**src/rtl/bsg_mul_cs_resolve_pkg.sv**
```systemverilog
`default_nettype none
// ============================================================================
//  Module   : bsg_mul_cs_resolve_pkg
//  Purpose  : Shared types and helpers for the sequential carry-save
//             resolver: the controller state encoding and the slice-count
//             helper used to size the slice counter.
//  Contents : state_e        - IDLE / BUSY / DONE
//             slice_count()  - number of chunk-wide slices in a word
//  Revision : 1.0  initial release
// ============================================================================
package bsg_mul_cs_resolve_pkg;

    typedef enum logic [1:0] {
        IDLE = 2'd0,
        BUSY = 2'd1,
        DONE = 2'd2
    } state_e;

    function automatic int slice_count(input int width, input int chunk);
        return width / chunk;
    endfunction

endpackage : bsg_mul_cs_resolve_pkg
`default_nettype wire

```
**src/rtl/bsg_mul_cs_chunk_add.sv**
```systemverilog
`default_nettype none
// ============================================================================
//  Module   : bsg_mul_cs_chunk_add
//  Purpose  : Purely combinational chunk_p-bit adder with carry in/out. Kept
//             as its own module so it can be swapped for a hardened adder.
//  Ports    : a_i   [chunk_p-1:0]  operand A
//             b_i   [chunk_p-1:0]  operand B
//             cr_i                 carry in
//             s_o   [chunk_p-1:0]  sum
//             cl_o                 carry out
//  Revision : 1.0  initial release
// ============================================================================
module bsg_mul_cs_chunk_add #(
    parameter int chunk_p = 8
) (
    input  logic [chunk_p-1:0] a_i,
    input  logic [chunk_p-1:0] b_i,
    input  logic               cr_i,
    output logic [chunk_p-1:0] s_o,
    output logic               cl_o
);

    logic [chunk_p:0] w_full;

    assign w_full = {1'b0, a_i} + {1'b0, b_i} + {{chunk_p{1'b0}}, cr_i};
    assign s_o    = w_full[chunk_p-1:0];
    assign cl_o   = w_full[chunk_p];

endmodule : bsg_mul_cs_chunk_add
`default_nettype wire

```
**src/rtl/bsg_mul_cs_resolve_seq.sv**
```systemverilog
`default_nettype none
// ============================================================================
//  Module   : bsg_mul_cs_resolve_seq
//  Purpose  : Resolves a carry-save pair (s_i, c_i, cr_i) into a binary sum
//             one chunk_p-bit slice per cycle, using a single shared chunk
//             adder selected by a slice counter. Result is presented with
//             valid/yumi and held until consumed.
//  Ports    : clk_i      clock
//             reset_n_i  asynchronous active-low reset
//             v_i        operands valid
//             ready_o    block can accept operands (IDLE only)
//             s_i        [width_p-1:0] sum vector
//             c_i        [width_p-1:0] carry vector (already weight-aligned)
//             cr_i       carry into bit 0
//             v_o        result valid
//             data_o     [width_p-1:0] low bits of s_i + c_i + cr_i
//             cl_o       carry out of bit width_p-1
//             yumi_i     consumer takes the result (only while v_o=1)
//  Revision : 1.0  initial release
// ============================================================================
module bsg_mul_cs_resolve_seq
    import bsg_mul_cs_resolve_pkg::*;
#(
    parameter int width_p = 32,
    parameter int chunk_p = 8
) (
    input  logic               clk_i,
    input  logic               reset_n_i,
    input  logic               v_i,
    output logic               ready_o,
    input  logic [width_p-1:0] s_i,
    input  logic [width_p-1:0] c_i,
    input  logic               cr_i,
    output logic               v_o,
    output logic [width_p-1:0] data_o,
    output logic               cl_o,
    input  logic               yumi_i
);

    localparam int N     = slice_count(width_p, chunk_p);
    localparam int CNT_W = (N > 1) ? $clog2(N) : 1;

    generate
        if ((chunk_p < 1) || ((width_p % chunk_p) != 0)) begin : g_bad_params
            $error("bsg_mul_cs_resolve_seq: width_p must be a positive multiple of chunk_p");
        end
    endgenerate

    state_e             state_q, state_d;
    logic [CNT_W-1:0]   cnt_q,   cnt_d;
    logic [width_p-1:0] s_q,     s_d;
    logic [width_p-1:0] c_q,     c_d;
    logic               carry_q, carry_d;
    logic [width_p-1:0] data_q,  data_d;
    logic               cl_q,    cl_d;
    logic               v_q,     v_d;
    logic               ready_q, ready_d;

    logic [chunk_p-1:0] w_a;
    logic [chunk_p-1:0] w_b;
    logic [chunk_p-1:0] w_sum;
    logic               w_cout;
    logic               w_last;

    // Slice mux: pick the chunk addressed by the counter. Written as a
    // constant-index loop so the selection stays clean for any N, including 1.
    always_comb begin
        w_a = '0;
        w_b = '0;
        for (int i = 0; i < N; i++) begin
            if (cnt_q == CNT_W'(i)) begin
                w_a = s_q[i*chunk_p +: chunk_p];
                w_b = c_q[i*chunk_p +: chunk_p];
            end
        end
    end

    assign w_last = (cnt_q == CNT_W'(N - 1));

    bsg_mul_cs_chunk_add #(
        .chunk_p (chunk_p)
    ) u_chunk_add (
        .a_i  (w_a),
        .b_i  (w_b),
        .cr_i (carry_q),
        .s_o  (w_sum),
        .cl_o (w_cout)
    );

    always_comb begin
        state_d = state_q;
        cnt_d   = cnt_q;
        s_d     = s_q;
        c_d     = c_q;
        carry_d = carry_q;
        data_d  = data_q;
        cl_d    = cl_q;
        v_d     = v_q;
        ready_d = ready_q;

        case (state_q)
            IDLE: begin
                // ready_q is 1 throughout IDLE, so v_i alone qualifies accept.
                if (v_i) begin
                    s_d     = s_i;
                    c_d     = c_i;
                    carry_d = cr_i;
                    cnt_d   = '0;
                    ready_d = 1'b0;
                    state_d = BUSY;
                end
            end

            BUSY: begin
                for (int i = 0; i < N; i++) begin
                    if (cnt_q == CNT_W'(i)) begin
                        data_d[i*chunk_p +: chunk_p] = w_sum;
                    end
                end
                carry_d = w_cout;
                if (w_last) begin
                    cnt_d   = '0;
                    cl_d    = w_cout;
                    v_d     = 1'b1;
                    state_d = DONE;
                end else begin
                    cnt_d   = cnt_q + CNT_W'(1);
                end
            end

            DONE: begin
                // No bypass: ready only rises on the cycle after consumption.
                if (yumi_i) begin
                    v_d     = 1'b0;
                    ready_d = 1'b1;
                    state_d = IDLE;
                end
            end

            default: begin
                v_d     = 1'b0;
                ready_d = 1'b1;
                state_d = IDLE;
            end
        endcase
    end

    always_ff @(posedge clk_i or negedge reset_n_i) begin
        if (!reset_n_i) begin
            state_q <= IDLE;
            cnt_q   <= '0;
            s_q     <= '0;
            c_q     <= '0;
            carry_q <= 1'b0;
            data_q  <= '0;
            cl_q    <= 1'b0;
            v_q     <= 1'b0;
            ready_q <= 1'b1;
        end else begin
            state_q <= state_d;
            cnt_q   <= cnt_d;
            s_q     <= s_d;
            c_q     <= c_d;
            carry_q <= carry_d;
            data_q  <= data_d;
            cl_q    <= cl_d;
            v_q     <= v_d;
            ready_q <= ready_d;
        end
    end

    assign ready_o = ready_q;
    assign v_o     = v_q;
    assign data_o  = data_q;
    assign cl_o    = cl_q;

`ifndef SYNTHESIS
    // Consuming a result that is not being offered is a protocol error.
    always_ff @(posedge clk_i) begin
        if (reset_n_i && yumi_i) begin
            assert (v_q) else $error("bsg_mul_cs_resolve_seq: yumi_i asserted while v_o=0");
        end
    end
`endif

endmodule : bsg_mul_cs_resolve_seq
`default_nettype wire

```
**config.mk**
```make
export PLATFORM = sky130hd
export DESIGN_NAME = bsg_mul_cs_resolve_seq
export DESIGN_NICKNAME = d
export VERILOG_FILES = /design/src/rtl/bsg_mul_cs_resolve_pkg.sv /design/src/rtl/bsg_mul_cs_chunk_add.sv /design/src/rtl/bsg_mul_cs_resolve_seq.sv
export SDC_FILE = /design/constraint.sdc
export NUM_CORES = 1
export LEC_CHECK = 0
export ABC_AREA = 1
export BUFFER_PORTS_ARGS = -buffer_cell sky130_fd_sc_hd__buf_2
export CORE_ASPECT_RATIO = 0.8
export CORE_MARGIN = 2
export CORE_UTILIZATION = 37
export CTS_CLUSTER_SIZE = 40
export DETAILED_ROUTE_END_ITERATION = 6
export GPL_TIMING_DRIVEN = 0
export SLEW_MARGIN = 15
export SYNTH_ARGS = -nofsm -noshare
export SYNTH_HDL_FRONTEND = slang
export SYNTH_SLANG_ARGS = --single-unit
```
**constraint.sdc**
```tcl
create_clock -name clk_i -period 6.5 [get_ports clk_i]
set_input_delay 0.325 -clock clk_i [delete_from_list [all_inputs] [get_ports clk_i]]
set_output_delay 0.325 -clock clk_i [all_outputs]
set_load 0.01 [all_outputs]
```
-- Word-level counts from Yosys, hierarchy flattened
Index checks and enable logic that the tools add are counted.
- register bits: 104
- output and inout port bits: 35
- logic and storage cells: 60
- input bits: 69
- bitwise gates (word level): 2
- add/subtract/negate cells: 3
- reductions and logical operators: 12
- equal/unequal tests: 8
- mux-type cells: 23
- operators with widths (cell ; number):
    2-to-1 mux 8 bit ; 8
    AND reduction 2 bit ; 6
    2-to-1 mux 2 bit ; 5
    adder 8 x 8 -> 9 bit ; 1
    adder 9 x 1 -> 9 bit ; 1
    AND reduction 3 bit ; 3
    equality test 2 bit, second input constant ; 3
    != test 2 bit, second input constant ; 3
    case mux 1 bit (3 select lines) ; 2
    case mux 2 bit (3 select lines) ; 1
    2-to-1 mux 1 bit ; 5
    equality test 2 x 1 -> 1 bit, second input constant ; 2
    logical NOT 2 bit ; 2
    case mux 2 bit (2 select lines) ; 1
    adder 2 x 1 -> 2 bit, second input constant ; 1
    inverter 1 bit ; 2
    case mux 1 bit (2 select lines) ; 1
    nonzero test 2 bit ; 1

-- Logic depth before layout (Yosys ltp)
Gate-level depths: netlist of the first run.
- word-level depth: 8
- depth in mapped cells: 19
- depth with buffers taken out: 18

-- Hierarchy
Synthesis of the first run repeated with hierarchy kept, for this count alone.
- cell total of the unflattened synthesis: 610
- area total of the unflattened synthesis: 5037.3 um2
- modules (own cells, without submodules) (module ; times used ; cells each ; seq. area each (um2) ; area each (um2)):
    bsg_mul_cs_resolve_seq ; 1 ; 551 ; 2603.7 ; 4653.2
    bsg_mul_cs_chunk_add ; 1 ; 59 ; 0.0 ; 384.1

-- Worst setup path before layout of the first run
Ideal clock, no wire load.
- path kind: reg-to-reg
- start: register cnt_q[0]
- end: register data_q[12], in the netlist data_o[12]
- arrival: 2779 ps
- clock period less this slack: 2844 ps
- required time: 6435 ps
- setup slack: 3656 ps
- buffers on the path: 2
- library setup time: 65 ps
- stages on the path, launching flop included: 16
- cells stage by stage: dfrtp_1 > ha_1 > buf_4 > buf_6 > o21ai_0 > nand2_1 > nand2_1 > o21ai_0 > fa_1 > fa_1 > inv_1 > nand2_1 > a21oi_1 > xor2_1 > nand2_1 > nand2_1
- word-level cells in the longest chain between the ends: 7
- elaborated cells between the ends (all ways): 15
- classes of those cells: add/sub (2); eq/ne (3); mux (8); reduce/logical (2)
- ends and longest elaborated chain (what ; line ; text):
    start, declared ; bsg_mul_cs_resolve_seq.sv:50 ; logic [CNT_W-1:0] cnt_q, cnt_d;
    start signal, assigned ; bsg_mul_cs_resolve_seq.sv:161 ; cnt_q <= cnt_d;
    logical NOT 2 bit ; bsg_mul_cs_resolve_seq.sv:71 ; if (cnt_q == CNT_W'(i)) begin
    2-to-1 mux 8 bit (4 in series) ; bsg_mul_cs_resolve_seq.sv:71 ;
    adder 8 x 8 -> 9 bit ; bsg_mul_cs_chunk_add.sv:25 ; assign w_full = {1'b0, a_i} + {1'b0, b_i} + {{chunk_p{1'b0}}, cr_i};
    adder 9 x 1 -> 9 bit ; bsg_mul_cs_chunk_add.sv:25 ;
    end signal, assigned ; bsg_mul_cs_resolve_seq.sv:165 ; data_q <= data_d;
    end, declared ; bsg_mul_cs_resolve_seq.sv:54 ; logic [width_p-1:0] data_q, data_d;
Parallel ways exist; a longest one is shown, timed or not.
A chain may end at the register's enable or synchronous reset.

-- Worst setup path after layout of the first run
- start: register cnt_q[0]
- end: register data_q[20], in the netlist data_o[20]
Same word-level chain as after synthesis.

==> results of run 1 <==
## path summary, 6_finish.rpt
kind | startpoint | endpoint | slack, ns
hold / removal | s_i[10] | s_q[10] | 0.16
setup / recovery | cnt_q[0] | data_o[20] | 3.10
max in group asynchronous | reset_n_i | s_q[4] | 5.37
setup reg to reg | cnt_q[0] | data_o[20] | 3.10
min in group asynchronous | reset_n_i | data_o[4] | 0.51
hold reg to reg | data_o[2] | data_o[2] | 0.47
## metrics by stage
stage / setup WS [ns] / utilization, %
2_1_floorplan: 3.66 / -
3_3_place_gp: 3.11 / 43.8
3_5_place_dp: 3.11 / 44.1
4_1_cts: 3.08 / 46.5
5_1_grt: 2.80 / 46.5
6_report: 3.10 / 46.5
## cell type report
cell class / instances / share of cell area [%]
buffer: 24 / 2.44
tap: 175 / 3.65
sequential: 104 / 43.4
multi-input combinational: 450 / 34.2
timing repair buffer: 105 / 9.31
clock inverter: 7 / 1.31
inverter: 31 / 1.94
clock buffer: 9 / 3.75
## registers in the layout (all words and copies together), names as in the netlist
signal	flops
c_q	32
s_q	32
state_q	2
ready_o	1
cl_o	1
carry_q	1
cnt_q	2
data_o	32
v_o	1
## cells in the mapped netlist (3+ instances only)
| master | n |
|---|---|
| clkbuf_1 | 5 |
| a31oi_1 | 6 |
| a21o_1 | 6 |
| nor2_4 | 3 |
| nand2_1 | 331 |
| dfrtp_1 | 103 |
| buf_4 | 8 |
| nand3_1 | 19 |
| inv_1 | 22 |
| buf_2 | 8 |
| inv_2 | 9 |
| a22oi_1 | 4 |
| ha_1 | 11 |
| nor2_1 | 9 |
| o21ai_0 | 32 |
| a21oi_1 | 13 |
## repair_timing
item,in CTS,in global routing
hold endpoints to repair,50,0
hold buffers,1,0
setup endpoints to repair,0,0
## layer usage
layer  GRT usage (%)  share of wire (%)  vias to the layer above
met4            5.15                1.3                        0
met1            27.9                 50                     1947
li1                -                  -                     2131
met5               0                  0                        -
met2            29.6                 43                      103
met3            4.21                5.1                       17
## cells by family after synthesis
family	share of synthesized area [%]
fa+ha+maj	3.61
buf+inv	5.34
flops	52.9
xor+xnor	0.534
compound gates	7.47
simple gates	30.1
## power by group through the flow
| stage | registers, W | clock network [W] | logic (W) |
|---|---|---|---|
| 2_1_floorplan | 0.00114 | 0 | 0.00128 |
| 3_3_place_gp | 0.00112 | 0 | 0.00188 |
| 3_5_place_dp | 0.00113 | 0 | 0.00192 |
| 4_1_cts | 0.00112 | 0.000567 | 0.00193 |
| 5_1_grt | 0.00116 | 0.000588 | 0.00219 |
| 6_report | 0.00112 | 0.000557 | 0.00192 |
## tightest hold or removal path, cell delays in order
cell and delay, ns:
buf_2 0.07, nand2_1 0.04, nand2_1 0.04
==> flow_summary.toml, run 1 <==
[place]
gp_congestion = 0.861
dpl-instance-area_um2 = 5690
hpwl_um = 9780
portBuffers = 103
dpl.cell_count = 888

[critical_path]
cp_max_fo = 10
cp.depth = 16
critPathKind = "flop to flop"
cp.required_ns = 6.79
crit_path_start_kind = "flop"
path_buf_inv = 5
rr_worst_depth = 16
cpLargestDelayFamily = "adder cells"
worst_path_most_repeated_cell = "nand2_1"
endpoint_kind = "flop"
max_stage_delay_ns = 0.45
crit_slowest_cell = "fa_1"
cp_cell_sequence = "inv_1 > ha_1 > buf_4 > inv_2 > buf_2 > nor2_1 > nor2_1 > a22oi_1 > fa_1 > fa_1 > inv_1 > nand2_1 > a21oi_1 > xor2_1 > nand2_1 > nand2_1"
crit_arrival_ns = 3.69

[pwr]
combPwrFrac_pct = 53.3
p_int_w = 0.00193
clkPwrFrac_pct = 15.5
switching_share_pct = 46.4
peakVddDrop_mv = 0.271
finalPower_w = 0.00360
power_per_cell_area_nw_per_um2 = 599
pwr-share-seq_pct = 31.2
p_leak_nw = 3.38
p_switching_w = 0.00167

[sta]
skew_ns = 0.00604
min_period_over_period_pct = 52.3
fin_crit_ns = 3.40
hold_viol = 0
setup_tns_ns = 0
slew_violations = 0
finalHoldWorstSlack_ns = 0.164
setup_viol = 0
max_freq_ghz = 0.294
tightest_slew_ns = 0.576
slew_headroom_pct = 61.3
rsz0062_at_grt = "no"

[layout]
syn_to_final_growth_pct = 22.0
diodes = 0
final_layout_size_suffix_gt1_share_pct = 21.8
fin_nets = 807
fin_cells = 905
most-common-layout-cells = "331 x nand2_1, 110 x buf_2, 103 x dfrtp_1, 32 x o21ai_0, 22 x inv_1"
seq_area_um2 = 2600
multi_input_area_um2 = 2060
mostFrequentLayoutCell = "nand2_1"
n_fill_cell = 1302
final_area_um2 = 6000

[cts]
clock_latency_ns = 0.35
cts_buffers = 9
cts_max_path_buffers = 2
cts-root-buf = "clkbuf_16"
clock_sinks = 104
cts-resized-gates = 0
cts_setup_buffers = 0
path_clk_slew_ns = 0.07
cts.htree.levels = 3
cts_tree = "yes"

[routing]
vias = 4198
first_pass_iters = 5
wl_um = 12800
drc = 0
avgViaCountPerCell = 4.64
postRouteAntennaNets = 0
routedWlPerCell_um = 14.1
drt-initial-drc-count = 288

[global_routing]
track_usage_pct = 19.4
grt_pass1_vias = 4217
grt_pass1_wl_um = 21500
grt_overflow = 0
grt_max_degree = 54
antenna_found_initial = 0

[floorplan]
initial_utilization_pct = 38.1
die_w_um = 133
design.die.area_um2 = 14200
ios = 104
num_rows = 37
die_h_um = 107
core_area_um2 = 12900

[synthesis]
netlist_area_um2 = 4920
ys_seq_area_share_pct = 52.9
yosys_warnings = 0
synth_top_area_share_pct = 52.4
yosysTopAreaCell = "dfrtp_1"
synth.distinct_cells = 30
synthTopCellsByArea = "dfrtp_1 52%, nand2_1 25%, o21ai_0 3.3%"
ys_seq_elements = 104
synthesis.nets = 691
netlist_instances = 609
synth_flop_cell = "dfrtp_1"
async_reset_ff_share_pct = 100
avgSynthCellArea_um2 = 8.08
synth-edff-count = 0

[flow_run]
drv_cap = 0

[status]
run_status = "completed"

[worst_hold_path]
min_path_cells = 3
holdCritPathClass = "primary input to flop"
Power figures use the tool's default switching activity.
==> run 2: changes to the inputs <==
clock period = 3.25 ns   (was 6.5 ns; I/O delays follow)
==> flow_summary.toml, run 2 (synthesis gave the netlist of run 1 again) <==
[critical_path]
endpoint_kind = "flop"
worst_path_most_repeated_cell = "nand2_1"
crit_path_start_kind = "flop"
cp_cell_sequence = "inv_1 > ha_2 > inv_2 > nor2_4 > buf_6 > a22oi_1 > nand2_1 > a22oi_1 > fa_2 > fa_1 > inv_1 > nand2_1 > a21oi_2 > xor2_2 > buf_4 > nand2_1 > nand2_1"
rr_worst_depth = 17
crit_arrival_ns = 3.35
max_stage_delay_ns = 0.43
cp_max_fo = 10
regToRegSetupSlack_ns = 0.19
cp.required_ns = 3.54
reg2reg_to = "data_o[4]"
r2r-start = "cnt_q[0]"
crit_slowest_cell = "dfrtp_1"
critPathKind = "flop to flop"

[sta]
max_freq_ghz = 0.327
tightest_slew_ns = 0.581
setup_tns_ns = 0
fin_crit_ns = 3.06
setup_viol = 0
slew_violations = 0
skew_ns = 0.00586
hold_viol = 0
slew_headroom_pct = 61.0
min_period_over_period_pct = 94.2

[floorplan]
initial_utilization_pct = 38.1
num_rows = 37
die_w_um = 133
die_h_um = 107
design.die.area_um2 = 14200
ios = 104
core_area_um2 = 12900

[global_routing]
antenna_found_initial = 0
grt_max_degree = 54
grt_overflow = 0
grt_pass1_wl_um = 21500
grt_pass1_vias = 4237
track_usage_pct = 19.4

[layout]
fin_nets = 818
diodes = 0
final_area_um2 = 6130
final_layout_size_suffix_gt1_share_pct = 22.8
syn_to_final_growth_pct = 24.6
seq_area_um2 = 2600
mostFrequentLayoutCell = "nand2_1"
n_fill_cell = 1288
final_util_pct = 47.5
most-common-layout-cells = "331 x nand2_1, 109 x buf_2, 103 x dfrtp_1, 31 x o21ai_0, 22 x inv_1"
fin_cells = 916
multi_input_area_um2 = 2070

[place]
portBuffers = 103
gp_congestion = 0.861
hpwl_um = 9780
dpl-instance-area_um2 = 5690
dpl.cell_count = 888

[routing]
postRouteAntennaNets = 0
avgViaCountPerCell = 4.67
vias = 4274
routedWlPerCell_um = 14.0
wl_um = 12900
drc = 0
drt-initial-drc-count = 262
first_pass_iters = 5

[flow_run]
drv_cap = 0

[pwr]
p_switching_w = 0.00340
switching_share_pct = 45.9
p_int_w = 0.00401
p_leak_nw = 3.43
combPwrFrac_pct = 54.6
pwr-share-seq_pct = 30.4
clkPwrFrac_pct = 15.1
peakVddDrop_mv = 0.547
power_per_cell_area_nw_per_um2 = 1210

[cts]
cts-root-buf = "clkbuf_16"
clock_latency_ns = 0.35
path_clk_slew_ns = 0.07
cts.htree.levels = 3
cts_buffers = 9
cts_tree = "yes"
cts_max_path_buffers = 2
clock_sinks = 104

[worst_hold_path]
min-delay-start = "c_i[21]"
holdCritPathClass = "primary input to flop"
hold_end = "c_q[21]"
min_path_cells = 3

[status]
run_status = "completed"
==> run 2: layer usage <==
metal / global-route usage, % / wire (um) / vias to the layer above
li1: - / - / 2146
met1: 28.0 / 6400 / 2000
met2: 29.9 / 5690 / 113
met3: 3.83 / 609 / 15
met4: 4.99 / 158 / 0
met5: 0 / 0 / -
==> run 2: power groups by stage <==
stage          Combinational (W)  Sequential [W]  Clock [W]
4_1_cts                  0.00401         0.00225    0.00113
3_5_place_dp             0.00384         0.00226          0
6_report                 0.00404         0.00225    0.00112
5_1_grt                  0.00458         0.00232    0.00118
2_1_floorplan            0.00256         0.00228          0
3_3_place_gp             0.00376         0.00225          0
==> run 2: area by class of cell <==
| type | count | share of cell area [%] |
|---|---|---|
| flip-flops and latches | 104 | 42.4 |
| multi-input cells | 450 | 33.8 |
| repair buffers | 117 | 10.9 |
| clock buffers | 9 | 3.67 |
| well taps | 175 | 3.57 |
| plain buffers | 23 | 2.41 |
| inverters | 31 | 1.90 |
| clock inverters | 7 | 1.28 |
==> run 2: worst max-delay path, delay by kind of cell (launching register included) <==
family / cells / cell delay [ns]
adder cells (fa/ha/maj): 3 / 1.00
buffers and inverters: 5 / 0.55
AND/OR/NAND/NOR: 5 / 0.44
flip-flops: 1 / 0.43
AO/OA/AOI/OAI: 3 / 0.41
XOR/XNOR: 1 / 0.16
==> run 2: how the worst max path moves through the flow <==
stage / startpoint / endpoint / cells after the start
4_1_cts: cnt_q[0] / data_o[4] / 17
6_report: cnt_q[0] / data_o[4] / 17
3_3_place_gp: cnt_q[0] / data_o[20] / 16
2_1_floorplan: cnt_q[0] / data_o[12] / 15
5_1_grt: cnt_q[0] / data_o[4] / 17
3_5_place_dp: cnt_q[0] / data_o[20] / 16
==> run 2: metrics by stage <==
step,hold slack [ns],power (W),setup slack [ns]
global route,0.0000197,0.00808,-0.00632
global placement,0.359,0.00600,-0.142
detailed placement,0.142,0.00610,-0.137
finish,0.00300,0.00740,0.189
CTS,0.000000638,0.00739,0.0516
floorplan,-0.133,0.00484,0.406
==> run 2: what timing repair did <==
| item | CTS | global route |
|---|---|---|
| endpoints found under the hold margin | 58 | 0 |
| gates cloned | 0 | 0 |
| setup endpoints to repair | 4 | 14 |
| pin swaps | 1 | 2 |
| resized for setup | 2 | 9 |
| hold buffers | 9 | 0 |
| buffers inserted | 2 | 2 |
